$ cat config.mk
export PLATFORM = sky130hd
export DESIGN_NAME = multi_dff_pipe
export DESIGN_NICKNAME = d
export VERILOG_FILES = /design/src/rtl/fir_pkg.sv /design/src/rtl/dff_w.sv /design/src/rtl/multi_dff_pipe.sv
export SDC_FILE = /design/constraint.sdc
export NUM_CORES = 1
export LEC_CHECK = 0
export CORE_MARGIN = 4
export CORE_UTILIZATION = 50
export CTS_BUF_LIST = sky130_fd_sc_hd__clkbuf_2 sky130_fd_sc_hd__clkbuf_4 sky130_fd_sc_hd__clkbuf_8
export DETAILED_ROUTE_END_ITERATION = 10
export GPL_ROUTABILITY_DRIVEN = 0
export PLACE_DENSITY = 0.74
export SLEW_MARGIN = 20
export SYNTH_ARGS = -nofsm -noshare
export SYNTH_HDL_FRONTEND = slang
export SYNTH_SLANG_ARGS = --single-unit
$ cat constraint.sdc
create_clock -name clk -period 19.1 [get_ports clk]
set_input_delay 1.91 -clock clk [delete_from_list [all_inputs] [get_ports clk]]
set_output_delay 1.91 -clock clk [all_outputs]
set_load 0.005 [all_outputs]
$ cat src/rtl/fir_pkg.sv
`default_nettype none
// ============================================================================
// Module      : fir_pkg
// Description : Shared widths and signed sample/coefficient/accumulator types
//               for the transposed-FIR tap pipeline.
// Ports       : none (package)
// Revision    : 1.0 - initial release
// ============================================================================
package fir_pkg;

  localparam int WIDTH_DATA  = 24;
  localparam int WIDTH_COEFF = 16;
  // The full signed product of data and coefficient fits in their summed width.
  localparam int WIDTH_REG   = WIDTH_DATA + WIDTH_COEFF;

  typedef logic signed [WIDTH_DATA-1:0]  sample_t;
  typedef logic signed [WIDTH_COEFF-1:0] coeff_t;
  typedef logic signed [WIDTH_REG-1:0]   acc_t;

endpackage : fir_pkg
`default_nettype wire

$ cat src/rtl/dff_w.sv
`default_nettype none
// ============================================================================
// Module      : dff_w
// Description : Parameterised register bank with asynchronous active-low clear.
// Ports       : clk   - clock, captures on rising edge
//               rst_n - asynchronous active-low reset, clears q_out to 0
//               d_in  - next-state value
//               q_out - registered value
// Revision    : 1.0 - initial release
// ============================================================================
module dff_w #(
  parameter int WIDTH = 8
) (
  input  logic             clk,
  input  logic             rst_n,
  input  logic [WIDTH-1:0] d_in,
  output logic [WIDTH-1:0] q_out
);

  always_ff @(posedge clk or negedge rst_n) begin
    if (!rst_n) begin
      q_out <= '0;
    end else begin
      q_out <= d_in;
    end
  end

endmodule : dff_w
`default_nettype wire

$ cat src/rtl/multi_dff_pipe.sv
`default_nettype none
// ============================================================================
// Module      : multi_dff_pipe
// Description : One tap of a transposed FIR: register sample, multiply by a
//               static coefficient, register product, add incoming partial
//               sum and register the result for the next tap.
// Ports       : clk     - clock
//               rst_n   - asynchronous active-low reset
//               d_in    - signed sample in
//               coeff   - signed tap coefficient (static)
//               acc_in  - signed partial sum from previous tap (0 for tap 0)
//               q_data  - registered sample
//               mul_out - combinational full-precision product q_data*coeff
//               q_prod  - registered product
//               sum_out - combinational wrapping sum q_prod+acc_in
//               sum_q   - registered sum, drives acc_in of the next tap
// Revision    : 1.0 - initial release
// ============================================================================
module multi_dff_pipe #(
  parameter int WIDTH_DATA  = fir_pkg::WIDTH_DATA,
  parameter int WIDTH_COEFF = fir_pkg::WIDTH_COEFF,
  parameter int WIDTH_REG   = WIDTH_DATA + WIDTH_COEFF
) (
  input  logic                          clk,
  input  logic                          rst_n,
  input  logic signed [WIDTH_DATA-1:0]  d_in,
  input  logic signed [WIDTH_COEFF-1:0] coeff,
  input  logic signed [WIDTH_REG-1:0]   acc_in,
  output logic signed [WIDTH_DATA-1:0]  q_data,
  output logic signed [WIDTH_REG-1:0]   mul_out,
  output logic signed [WIDTH_REG-1:0]   q_prod,
  output logic signed [WIDTH_REG-1:0]   sum_out,
  output logic signed [WIDTH_REG-1:0]   sum_q
);

  import fir_pkg::*;

  logic signed [WIDTH_REG-1:0] data_ext_d;
  logic signed [WIDTH_REG-1:0] coeff_ext_d;

  // Widen both operands with sign extension before multiplying so the product
  // is computed at full precision; the result never exceeds WIDTH_REG bits.
  assign data_ext_d  = WIDTH_REG'(q_data);
  assign coeff_ext_d = WIDTH_REG'(coeff);
  assign mul_out     = data_ext_d * coeff_ext_d;

  // Plain two's-complement add: overflow wraps, no saturation.
  assign sum_out     = q_prod + acc_in;

  dff_w #(.WIDTH(WIDTH_DATA)) u_data_reg (
    .clk   (clk),
    .rst_n (rst_n),
    .d_in  (d_in),
    .q_out (q_data)
  );

  dff_w #(.WIDTH(WIDTH_REG)) u_prod_reg (
    .clk   (clk),
    .rst_n (rst_n),
    .d_in  (mul_out),
    .q_out (q_prod)
  );

  dff_w #(.WIDTH(WIDTH_REG)) u_sum_reg (
    .clk   (clk),
    .rst_n (rst_n),
    .d_in  (sum_out),
    .q_out (sum_q)
  );

endmodule : multi_dff_pipe
`default_nettype wire

==> results.json <==
{
  "status": "completed",
  "yosys-top-cells-count": "inv_1 (446), fa_1 (375), nand2_1 (231), and2_1 (160), ha_1 (137)",
  "min_delay_worst_endpoint": "u_sum_reg.q_out[0]",
  "ys_ff_latch": 104,
  "wl_per_cell_um": 18.8,
  "drt_iter0_drc": 845,
  "critPathCaptureType": "primary output",
  "r2r_start": "u_data_reg.q_out[11]",
  "ys_types": 61,
  "synthTopCellsByArea": "fa_1 (41%), dfrtp_1 (14%), ha_1 (9.4%), inv_1 (9.2%), and2_1 (5.5%)",
  "ys.flop_type": "dfrtp_1",
  "cp_slowest_cell": "clkdlybuf4s50_1",
  "slew_headroom_pct": 22.0,
  "whs_ns": 0.537,
  "layout-drive-gt1-share_pct": 2.29,
  "finClkSkew_ns": 0.0569,
  "ys_seq_area_share_pct": 14.2,
  "finalSetupViolations": 0,
  "holdPathStages": 1,
  "vias_per_cell": 5.36,
  "start_util_pct": 51.0,
  "grt_max_degree": 70,
  "synth_edf_count": 0,
  "ctsRootBufferMaster": "clkbuf_8",
  "placed_area_um2": 21300,
  "synth_area_um2": 18300,
  "min_from": "u_prod_reg.q_out[0]",
  "regToRegSetupSlack_ns": 11.93,
  "core-area_um2": 35800,
  "syn_inst": 1911,
  "fmax_mhz": 84.8,
  "final-hold-violation-count": 0,
  "path_class": "input pin to primary output",
  "async_flop_share_pct": 100,
  "cts.sinks": 104,
  "final.period_utilization_pct": 61.7,
  "io_pins": 266,
  "maxCapViolations": 0,
  "htree_levels": 3,
  "grt_usage_pct": 25.5,
  "crit_chain": "clkdlybuf4s50_1, nand2_1, fa_1, inv_1, fa_1, fa_1, fa_1, fa_1, inv_1, fa_1, inv_1, ha_1, and2_1, and3_1, a211oi_1, nor2b_1, a22oi_1, a21o_1, nand2_1, a211o_1, a21oi_1, xnor2_1, clkdlybuf4s50_1",
  "syn_area_per_cell_um2": 9.57,
  "dr.pass1.iters": 7,
  "setup_tns_ns": 0,
  "core.rowCount": 69,
  "r2r_cells": 21,
  "clkLatencyLatePin_ns": 0.46,
  "final_cell_area_um2": 21500,
  "start_kind": "input pin",
  "hold_buffers": 0,
  "drc": 0,
  "register_area_um2": 2600,
  "area_delta_synth_final_pct": 17.6,
  "port_buffers": 265,
  "fill_cells": 3028,
  "timing.rr.end": "u_prod_reg.q_out[36]",
  "final-max-slew-violation-count": 0,
  "die_y_um": 199,
  "grt_pass1_wl_mm": 79.4,
  "cts_tree": "done",
  "grt_overflow_total": 0,
  "wl_mm": 48.9,
  "synth.most_common_cell": "inv_1",
  "clkTransAtPathRegs_ns": 0.11,
  "vias": 13900,
  "multi_input_comb_area_um2": 13800,
  "hold_path_class": "flip-flop to flip-flop",
  "min_period_ns": 11.79,
  "finalNetCount": 2727,
  "cp_common_cell": "fa_1",
  "cts_resized": 0,
  "yosysWarnings": 0,
  "die_w_um": 199,
  "clk_path_buf_depth": 2,
  "critPathArrivalTime_ns": 9.88,
  "required_ns": 17.19,
  "tightest_slew_ns": 1.17,
  "rsz0062_at_grt": "no",
  "synth_top_area_share_pct": 41.0,
  "slowest_delay_ns": 1.24,
  "grt_pass1_vias": 15500,
  "diodes": 0,
  "post-route-util_pct": 60.1,
  "antenna_found_initial": 0,
  "postCtsSetupRepairBufs": 0,
  "cp_max_fo": 24,
  "dp_hpwl_mm": 39.7,
  "yosysTopAreaCell": "fa_1",
  "antenna_left": 0,
  "cts_buffers": 9,
  "synth_fp_nets": 2505,
  "dieArea_um2": 39700
}
==> layer usage <==
layer | share of wire, % | track usage [%] | up-vias | routed length [um]
met3 | 7.8 | 5.87 | 131 | 3840
met5 | 0 | 0 | - | 0
met2 | 50 | 44.4 | 590 | 24400
met1 | 38 | 31.4 | 7062 | 18800
li1 | - | - | 6159 | -
met4 | 3.9 | 8.94 | 0 | 1900
==> metrics by stage <==
stage / setup WS (ns) / instances
floorplan: 9.64 / 1911
global placement: 7.67 / 2583
detailed placement: 7.38 / 2583
CTS: 7.37 / 2599
global route: 7.05 / 2599
finish: 7.31 / 2599
==> how the worst max path moves through the flow <==
stage                        start           to  slack, ns  cells after the start
after global placement    coeff[1]  mul_out[36]       7.67                     25
after global routing      coeff[2]  mul_out[36]       7.05                     25
after floorplan           coeff[1]  mul_out[39]       9.64                     22
final                     coeff[7]  mul_out[36]       7.31                     23
after detailed placement  coeff[1]  mul_out[36]       7.38                     25
after CTS                 coeff[1]  mul_out[36]       7.37                     25
==> cells by family (layout without fill, tap and decap cells) <==
kind of cell / count (synthesis) / in the layout / share of synthesized area [%]
adder cells (fa/ha/maj): 512 / 512 / 50.4
buffers and inverters: 505 / 732 / 10.4
flip-flops: 104 / 104 / 14.2
AND/OR/NAND/NOR: 515 / 515 / 13.6
AO/OA/AOI/OAI: 198 / 198 / 7.66
XOR/XNOR: 77 / 77 / 3.69
==> critical path: cells and delay by family <==
kind | cells | cell delay [ns]
AO/OA/AOI/OAI | 5 | 1.51
AND/OR/NAND/NOR | 5 | 0.90
XOR/XNOR | 1 | 0.18
buffers and inverters | 5 | 1.95
adder cells (fa/ha/maj) | 7 | 3.40
==> state kept, by name, indices dropped and copies added (netlist names) <==
register          cells
u_data_reg.q_out     24
u_sum_reg.q_out      40
u_prod_reg.q_out     40
==> layout make-up <==
type | instances | area share, %
multi-input cells | 1302 | 64.1
well taps | 461 | 2.68
clock buffers | 10 | 0.640
repair buffers | 270 | 12.5
flip-flops and latches | 104 | 12.1
clock inverters | 6 | 0.238
inverters | 446 | 7.78
==> layout by cell type (no fill, tap or decap), types with 5 or more instances in the layout <==
cell	n
a211oi_1	6
a21o_1	30
a21oi_1	59
a21oi_2	5
a31oi_1	6
and2_1	160
and3_1	8
buf_4	6
clkbuf_8	10
clkdlybuf4s50_1	263
dfrtp_1	104
fa_1	375
ha_1	137
inv_1	446
nand2_1	231
nand2b_1	13
nand3_1	13
nor2_1	60
nor2b_1	8
o21a_1	12
o21ai_0	31
o21bai_1	7
xnor2_1	59
xor2_1	18
Power is not shown: default switching activity piles up to over one toggle a cycle in this logic, so the estimate is an artifact.
